### config.mk
export PLATFORM = sky130hd
export DESIGN_NAME = bot_distributor_flat
export DESIGN_NICKNAME = d
export VERILOG_FILES = /design/src/rtl/bot_distributor_if.sv /design/src/rtl/bot_distributor.sv /design/src/flat_wrapper.sv
export SDC_FILE = /design/constraint.sdc
export NUM_CORES = 1
export LEC_CHECK = 0
export CORE_UTILIZATION = 44
export DETAILED_ROUTE_END_ITERATION = 7
export PLACE_DENSITY = 0.84
export SLEW_MARGIN = 20
export SYNTH_ARGS = -nofsm -noshare
export SYNTH_HDL_FRONTEND = slang
export SYNTH_SLANG_ARGS = --single-unit
### constraint.sdc
create_clock -name clk -period 4.1 [get_ports clk]
set_input_delay 0.615 -clock clk [delete_from_list [all_inputs] [get_ports clk]]
set_output_delay 0.615 -clock clk [all_outputs]
set_load 0.05 [all_outputs]
### src/rtl/bot_distributor_if.sv
// Bundles the bot_distributor upstream handshake, the per-pipe fullness inputs
// and the broadcast/write outputs into one interface.
// slave: the distributor side; master: the bot source plus pipe side.
interface bot_distributor_if #(
    parameter int NUM_PIPES        = 4,
    parameter int EXTRA_DATA_WIDTH = 12
);
    logic                          inValid;
    logic                          inReady;
    logic [127:0]                  inBot;
    logic [5:0]                    inValidPermutes;
    logic [EXTRA_DATA_WIDTH-1:0]   inExtraData;
    logic [5*NUM_PIPES-1:0]        fifoFullness;
    logic [NUM_PIPES-1:0]          outWrite;
    logic [127:0]                  outBot;
    logic [5:0]                    outValidPermutes;
    logic [EXTRA_DATA_WIDTH-1:0]   outExtraData;
    logic [31:0]                   botsDistributed;
    logic [31:0]                   stallCycles;

    modport slave (
        input  inValid, inBot, inValidPermutes, inExtraData, fifoFullness,
        output inReady, outWrite, outBot, outValidPermutes, outExtraData,
               botsDistributed, stallCycles
    );

    modport master (
        output inValid, inBot, inValidPermutes, inExtraData, fifoFullness,
        input  inReady, outWrite, outBot, outValidPermutes, outExtraData,
               botsDistributed, stallCycles
    );
endinterface

### src/rtl/bot_distributor.sv
// Spreads one bot stream over NUM_PIPES input modules, picking the least-recently
// granted pipe whose fullness plus in-flight writes is below ALMOST_FULL.
// Latency: one cycle from accept to outWrite pulse. Backpressure: inReady drops
// when no pipe is eligible; it never depends on inValid.
// Ports: clk, rst (async active-low), bus (slave modport: inValid/inReady/inBot/
// inValidPermutes/inExtraData/fifoFullness in; outWrite/out* broadcast/counters out).
module bot_distributor #(
    parameter int NUM_PIPES        = 4,
    parameter int EXTRA_DATA_WIDTH = 12,
    parameter int ALMOST_FULL      = 20,
    parameter int FULLNESS_LAG     = 3
) (
    input logic            clk,
    input logic            rst,
    bot_distributor_if.slave bus
);
    localparam int PW = (NUM_PIPES > 1) ? $clog2(NUM_PIPES) : 1;

    logic [FULLNESS_LAG-1:0]     hist_q [NUM_PIPES];
    logic [7:0]                  eff [NUM_PIPES];
    logic [NUM_PIPES-1:0]        eligible;
    logic [PW-1:0]               ptr_q;
    logic [PW-1:0]               grant;
    logic [PW-1:0]               idx;
    logic                        found;
    logic                        in_ready;
    logic                        accept;
    logic                        wr_en;
    logic [NUM_PIPES-1:0]        wr_next;
    logic [NUM_PIPES-1:0]        out_write_q;
    logic [127:0]                bot_q;
    logic [5:0]                  perm_q;
    logic [EXTRA_DATA_WIDTH-1:0] extra_q;
    logic [31:0]                 dist_cnt_q;
    logic [31:0]                 stall_cnt_q;

    // Effective fullness counts writes already issued but not yet visible in
    // fifoFullness. The history captures a write in the same edge that raises
    // outWrite, so the pipe is covered during all FULLNESS_LAG feedback cycles.
    always_comb begin
        for (int i = 0; i < NUM_PIPES; i++) begin
            eff[i] = 8'(bus.fifoFullness[5*i +: 5]);
            for (int b = 0; b < FULLNESS_LAG; b++) begin
                eff[i] = eff[i] + 8'(hist_q[i][b]);
            end
            eligible[i] = (eff[i] < 8'(ALMOST_FULL));
        end
    end

    // Round-robin search: first eligible pipe at or above the pointer, wrapping.
    always_comb begin
        found = 1'b0;
        grant = '0;
        idx   = '0;
        for (int k = 0; k < NUM_PIPES; k++) begin
            idx = PW'((int'(ptr_q) + k) % NUM_PIPES);
            if (!found && eligible[idx]) begin
                found = 1'b1;
                grant = idx;
            end
        end
    end

    assign in_ready = |eligible;
    assign accept   = bus.inValid & in_ready;
    // A bot with no valid permutation is consumed but written nowhere.
    assign wr_en    = accept & found & (|bus.inValidPermutes);
    assign wr_next  = wr_en ? (NUM_PIPES'(1) << grant) : '0;

    always_ff @(posedge clk or negedge rst) begin
        if (!rst) begin
            out_write_q <= '0;
            bot_q       <= '0;
            perm_q      <= '0;
            extra_q     <= '0;
            ptr_q       <= '0;
            dist_cnt_q  <= '0;
            stall_cnt_q <= '0;
            for (int i = 0; i < NUM_PIPES; i++) begin
                hist_q[i] <= '0;
            end
        end else begin
            out_write_q <= wr_next;
            for (int i = 0; i < NUM_PIPES; i++) begin
                hist_q[i] <= (hist_q[i] << 1) | FULLNESS_LAG'(wr_next[i]);
            end
            if (accept) begin
                bot_q   <= bus.inBot;
                perm_q  <= bus.inValidPermutes;
                extra_q <= bus.inExtraData;
            end
            if (wr_en) begin
                ptr_q      <= (grant == PW'(NUM_PIPES - 1)) ? '0 : grant + PW'(1);
                dist_cnt_q <= dist_cnt_q + 32'd1;
            end
            if (bus.inValid && !in_ready) begin
                stall_cnt_q <= stall_cnt_q + 32'd1;
            end
        end
    end

    assign bus.inReady          = in_ready;
    assign bus.outWrite         = out_write_q;
    assign bus.outBot           = bot_q;
    assign bus.outValidPermutes = perm_q;
    assign bus.outExtraData     = extra_q;
    assign bus.botsDistributed  = dist_cnt_q;
    assign bus.stallCycles      = stall_cnt_q;
endmodule

### src/flat_wrapper.sv
// flat-port wrapper written by rule: the top's interface ports become plain ports
module bot_distributor_flat 
#(
    parameter int NUM_PIPES        = 4,
    parameter int EXTRA_DATA_WIDTH = 12,
    parameter int ALMOST_FULL      = 20,
    parameter int FULLNESS_LAG     = 3
)
  (clk, rst, bus_inValid, bus_inBot, bus_inValidPermutes, bus_inExtraData, bus_fifoFullness, bus_inReady, bus_outWrite, bus_outBot, bus_outValidPermutes, bus_outExtraData, bus_botsDistributed, bus_stallCycles);
  bot_distributor_if #(.NUM_PIPES(NUM_PIPES), .EXTRA_DATA_WIDTH(EXTRA_DATA_WIDTH)) bus_i ();
  input logic clk;
  input logic rst;
  input wire logic [$bits(bus_i.inValid)-1:0] bus_inValid;
  input wire logic [$bits(bus_i.inBot)-1:0] bus_inBot;
  input wire logic [$bits(bus_i.inValidPermutes)-1:0] bus_inValidPermutes;
  input wire logic [$bits(bus_i.inExtraData)-1:0] bus_inExtraData;
  input wire logic [$bits(bus_i.fifoFullness)-1:0] bus_fifoFullness;
  output wire logic [$bits(bus_i.inReady)-1:0] bus_inReady;
  output wire logic [$bits(bus_i.outWrite)-1:0] bus_outWrite;
  output wire logic [$bits(bus_i.outBot)-1:0] bus_outBot;
  output wire logic [$bits(bus_i.outValidPermutes)-1:0] bus_outValidPermutes;
  output wire logic [$bits(bus_i.outExtraData)-1:0] bus_outExtraData;
  output wire logic [$bits(bus_i.botsDistributed)-1:0] bus_botsDistributed;
  output wire logic [$bits(bus_i.stallCycles)-1:0] bus_stallCycles;
  assign bus_i.inValid = bus_inValid;
  assign bus_i.inBot = bus_inBot;
  assign bus_i.inValidPermutes = bus_inValidPermutes;
  assign bus_i.inExtraData = bus_inExtraData;
  assign bus_i.fifoFullness = bus_fifoFullness;
  assign bus_inReady = bus_i.inReady;
  assign bus_outWrite = bus_i.outWrite;
  assign bus_outBot = bus_i.outBot;
  assign bus_outValidPermutes = bus_i.outValidPermutes;
  assign bus_outExtraData = bus_i.outExtraData;
  assign bus_botsDistributed = bus_i.botsDistributed;
  assign bus_stallCycles = bus_i.stallCycles;
  bot_distributor #(.NUM_PIPES(NUM_PIPES), .EXTRA_DATA_WIDTH(EXTRA_DATA_WIDTH), .ALMOST_FULL(ALMOST_FULL), .FULLNESS_LAG(FULLNESS_LAG)) u_core (.clk(clk), .rst(rst), .bus(bus_i));
endmodule
==> run summary <==
Clock-pin slew was measured on the worst setup and hold paths at ~0.06 ns. The power share of the combinational group came out at between 20% and 30%. Registers are responsible for roughly two fifths of the overall power. After synthesis, the most frequently instantiated cells are 224 x sky130_fd_sc_hd__dfrtp_1, 146 x sky130_fd_sc_hd__mux2_1, 54 x sky130_fd_sc_hd__xor2_1, 42 x sky130_fd_sc_hd__nand2_1, 25 x sky130_fd_sc_hd__nor4_1. The via count normalized by instance count is between 5 and 6.

The initial antenna violation count is 0. The dominant combinational cell family by area after synthesis is multiplexers. The simple logic cell fraction of the synthesized area is 10.3%. The class of the tightest hold or removal check is in -> async. TritonCTS built the clock tree. The post-route clock skew is slightly below 0.009 ns.

Clock tree synthesis found a total of roughly 220 sinks. The layout overhead on the synthesized area came out at 50.2%. For the worst setup path, the data arrival time is 3.14 ns. The count of input and output buffers is approximately 380. The total congestion overflow is 0.

The post-synthesis instance area is just under 10000 um2. The number of buffers created by CTS came out at 24. The total power per unit cell area came out at about 460 nW/um2. In this run the standard cell core region covers between 20000 and 25000 um2. The layout net count came out at ~1300.

The share of flip-flops with an asynchronous set or reset came out at 100%. The post-DP HPWL came out at 19.3 mm. The floorplan step defined a die boundary enclosing about 23000 um2. The largest net degree at the start of global routing came out at about 130. The post-synthesis share of cell area spent on xor and xnor gates is roughly 5.6%. The biggest fanout along the worst timing path came out at 12. The number of enable flip-flop cells after synthesis came out at 0. The number of gates resized after CTS was 0. For the worst setup path, the data required time is about 3.5 ns. The setup slack of the most critical reg-to-reg path came out at 0.84 ns.

The compound-cell area share of the yosys netlist came out at between 3 and 4%. The run finished with clean final reports. The tightest slew margin relative to the limit came out at between 30% and 40%. In the final layout, the share of cells above drive strength 1 is roughly 5.5%. For this run, the number of Yosys warnings is 0. The I/O pin count is about 380.

The critical path class is in -> out. The register area share after synthesis came out at approximately 58%. In this run the cell area measured after placement is 13700 um2. The number of setup buffers added after CTS is 0.

The final count of negative-setup-slack endpoints is 0. The gate count after technology mapping came out at 712. Per report_power, the clock group accounts for 31.8% of the total. For this design the static power due to leakage is roughly 6.3 nW.

The number of levels in the clock H-tree came out at 1. The cell with the most instances after synthesis is sky130_fd_sc_hd__dfrtp_1. The detail-routed net length per standard cell is 18.4 um. The nature of the critical path endpoint is a primary output. The area share of the largest cell type after synthesis came out at between 50% and 60%.

The average instance area after synthesis is ~14 um2. The top flip-flop cell by instance count after synthesis is sky130_fd_sc_hd__dfrtp_1. The floorplan die width is roughly 150 um.

After Yosys synthesis, full adders, half adders and majority gates account for 2.33% of the synthesized area. At the pin with the least slew margin, the transition time is between 0.9 and 1 ns. The max-slew violation count is 0. The initialized floorplan defines 53 standard-cell rows. CTS placed an instance of sky130_fd_sc_hd__clkbuf_16 at the clock tree root.

The count of antenna-violating nets left after detailed routing is 0. The final design area excluding fillers is ~14000 um2. For the worst flop-to-flop path, the logic depth is 9. The final sum of negative setup slack came out at 0 ns. In this run switching power makes up between 30% and 40% of total power.

In the post-synthesis netlist, the biggest area contributors are sky130_fd_sc_hd__dfrtp_1 58%, sky130_fd_sc_hd__mux2_1 17%, sky130_fd_sc_hd__xor2_1 4.9%, sky130_fd_sc_hd__ha_1 2.3%, sky130_fd_sc_hd__nand2_1 1.6%. The global-route wire length before repair came out at ~39 mm. The part of the cycle the worst path needs is about nine tenths.

Of all cell types, the one taking the most synthesized area is sky130_fd_sc_hd__dfrtp_1. The internal power component is about 4.4 mW. In this run the vertical extent of the chip is 150 um. Synthesis instantiated 46 different standard cells from the library. The endpoint identified for the worst register-to-register timing path is u_core.bus.outBot[3]$_DFFE_PN0P_. Measured on the finished design, the core utilization comes to between 60 and 70%. The maximum root-to-sink buffer count is 3.

After detailed placement, the design holds a cell count of roughly 1400. The number of detailed-route iterations in the first pass is 5. In this run, synthesis produced a sequential element count of 224. The startpoint kind of the worst setup timing path is a primary input. Setup repair after global routing left no endpoint under its margin. The starting density of the core is around 45%. The number of design rule violations left after detail routing came out at 0. The via count of the first global-routing pass is between 7000 and 8000. At the end of routability-driven placement, the weighted congestion stood at around 0.83. The minimum period implied by the final worst setup slack came out at about 3.8 ns. The number of antenna diodes in the final layout is 0. In this run the power spent charging and discharging nets is 2.20 mW. The total count of hold-check failures in the final report is 0. The detailed router finished its first iteration with between 200 and 300 violations. The top achievable clock speed is between 200 and 300 MHz. The net count of the mapped netlist came out at roughly 900.

The multiplexer share of the synthesized area came out at approximately 17%. Global routing consumed, over all layers together, 22.3% of the routing resources. The hold buffer count at CTS is 0. The number of maximum-capacitance constraint violations is 0. IR analysis of the VDD net gives a maximum drop of 0.387 mV. The total via count after detailed routing came out at just over 7000. The worst register-to-register path begins at u_core.hist_q[9]$_DFF_PN0_. The post-route total power is around 6.6 mW.

The finished layout holds ~1400 standard cells, fillers aside. The sum of routed wire length over all layers is 25.6 mm. The clock latency on the worst-skew pair is roughly 0.5 ns.
[cell usage in the layout (no fill, tap or decap), types with 5 or more instances in the layout]
cell | Yosys | routed
sky130_fd_sc_hd__a21o_1 | 6 | 6
sky130_fd_sc_hd__a221oi_1 | 5 | 5
sky130_fd_sc_hd__a311oi_1 | 5 | 5
sky130_fd_sc_hd__and2_1 | 10 | 10
sky130_fd_sc_hd__and3_1 | 15 | 15
sky130_fd_sc_hd__buf_4 | 5 | 16
sky130_fd_sc_hd__clkbuf_16 | 0 | 25
sky130_fd_sc_hd__clkbuf_8 | 0 | 9
sky130_fd_sc_hd__clkdlybuf4s50_1 | 0 | 381
sky130_fd_sc_hd__dfrtp_1 | 224 | 224
sky130_fd_sc_hd__ha_1 | 18 | 18
sky130_fd_sc_hd__inv_1 | 7 | 7
sky130_fd_sc_hd__mux2_1 | 146 | 146
sky130_fd_sc_hd__nand2_1 | 42 | 42
sky130_fd_sc_hd__nand3_1 | 21 | 21
sky130_fd_sc_hd__nand4_1 | 12 | 12
sky130_fd_sc_hd__nor2_1 | 11 | 11
sky130_fd_sc_hd__nor3_1 | 24 | 24
sky130_fd_sc_hd__nor4_1 | 25 | 25
sky130_fd_sc_hd__xnor2_1 | 8 | 8
sky130_fd_sc_hd__xor2_1 | 54 | 54
[cell families (layout without fill, tap and decap cells)]
logic type                 count (synthesis)  count (layout)
adders and majority gates                 18              18
muxes                                    147             147
xor gates and xnor gates                  62              62
buffers and inverters                     39             448
AOI/OAI and AO/OA                         39              39
DFF                                      224             224
and+or+nand+nor                          183             183
[final cells by class]
class | count | area (um2)
fillers | 1509 | 6790
multi-input cells | 449 | 3740
repair buffers | 401 | 4010
flip-flops and latches | 224 | 5610
inverters | 7 | 26.3
well taps | 275 | 344
clock inverters | 2 | 10.0
clock buffers | 38 | 764
[power groups by stage]
stage / sequential, mW / clock [mW] / combinational, mW
floorplan: 3.33 / 0 / 0.469
global placement: 2.66 / 0 / 1.86
detailed placement: 2.67 / 0 / 1.89
CTS: 2.64 / 2.16 / 1.90
global route: 2.67 / 2.25 / 1.99
finish: 2.64 / 2.11 / 1.88
[sequential cells by signal (all words and copies together), names as in the netlist]
| signal | cells |
|---|---|
| u_core.bus.botsDistributed | 32 |
| u_core.bus.outBot | 128 |
| u_core.bus.outExtraData | 12 |
| u_core.bus.outValidPermutes | 6 |
| u_core.bus.stallCycles | 32 |
| u_core.hist_q | 12 |
| u_core.ptr_q | 2 |
[critical path: stages]
cell                              delay, ns
sky130_fd_sc_hd__clkdlybuf4s50_1       0.46
sky130_fd_sc_hd__ha_1                  0.23
sky130_fd_sc_hd__ha_1                  0.30
sky130_fd_sc_hd__a21oi_1               0.07
sky130_fd_sc_hd__o2111a_1              0.26
sky130_fd_sc_hd__or3_1                 0.43
sky130_fd_sc_hd__nor4_4                0.30
sky130_fd_sc_hd__buf_4                 0.24
sky130_fd_sc_hd__inv_1                 0.05
sky130_fd_sc_hd__buf_4                 0.19
[per-stage QoR]
stage          hold WS, ns  worst slack [ns]
3_3_place_gp         0.355             0.321
5_1_grt              0.294             0.259
2_1_floorplan        0.319             0.658
3_5_place_dp         0.368             0.268
4_1_cts              0.252             0.360
6_report             0.209             0.343
[worst max-delay path by stage]
stage,to,startpoint,slack [ns],cells after the start
after floorplan,bus_inReady,bus_fifoFullness[0],0.66,9
after global placement,u_core.bus.outBot[66]$_DFFE_PN0P_,bus_fifoFullness[0],0.32,10
after detailed placement,u_core.bus.outBot[3]$_DFFE_PN0P_,bus_fifoFullness[0],0.27,10
after CTS,bus_inReady,bus_fifoFullness[0],0.36,10
after global routing,bus_inReady,bus_fifoFullness[0],0.26,10
final,bus_inReady,bus_fifoFullness[0],0.34,10
[per-layer routing]
metal / vias up / track usage, % / part of all wire, %
met3: 43 / 6.36 / 8.9
met4: 0 / 5.81 / 2.1
met2: 311 / 40.0 / 51
met1: 3539 / 25.8 / 38
li1: 3335 / - / -
met5: - / 0 / 0
Note: power is estimated with default switching activity, not from simulation.
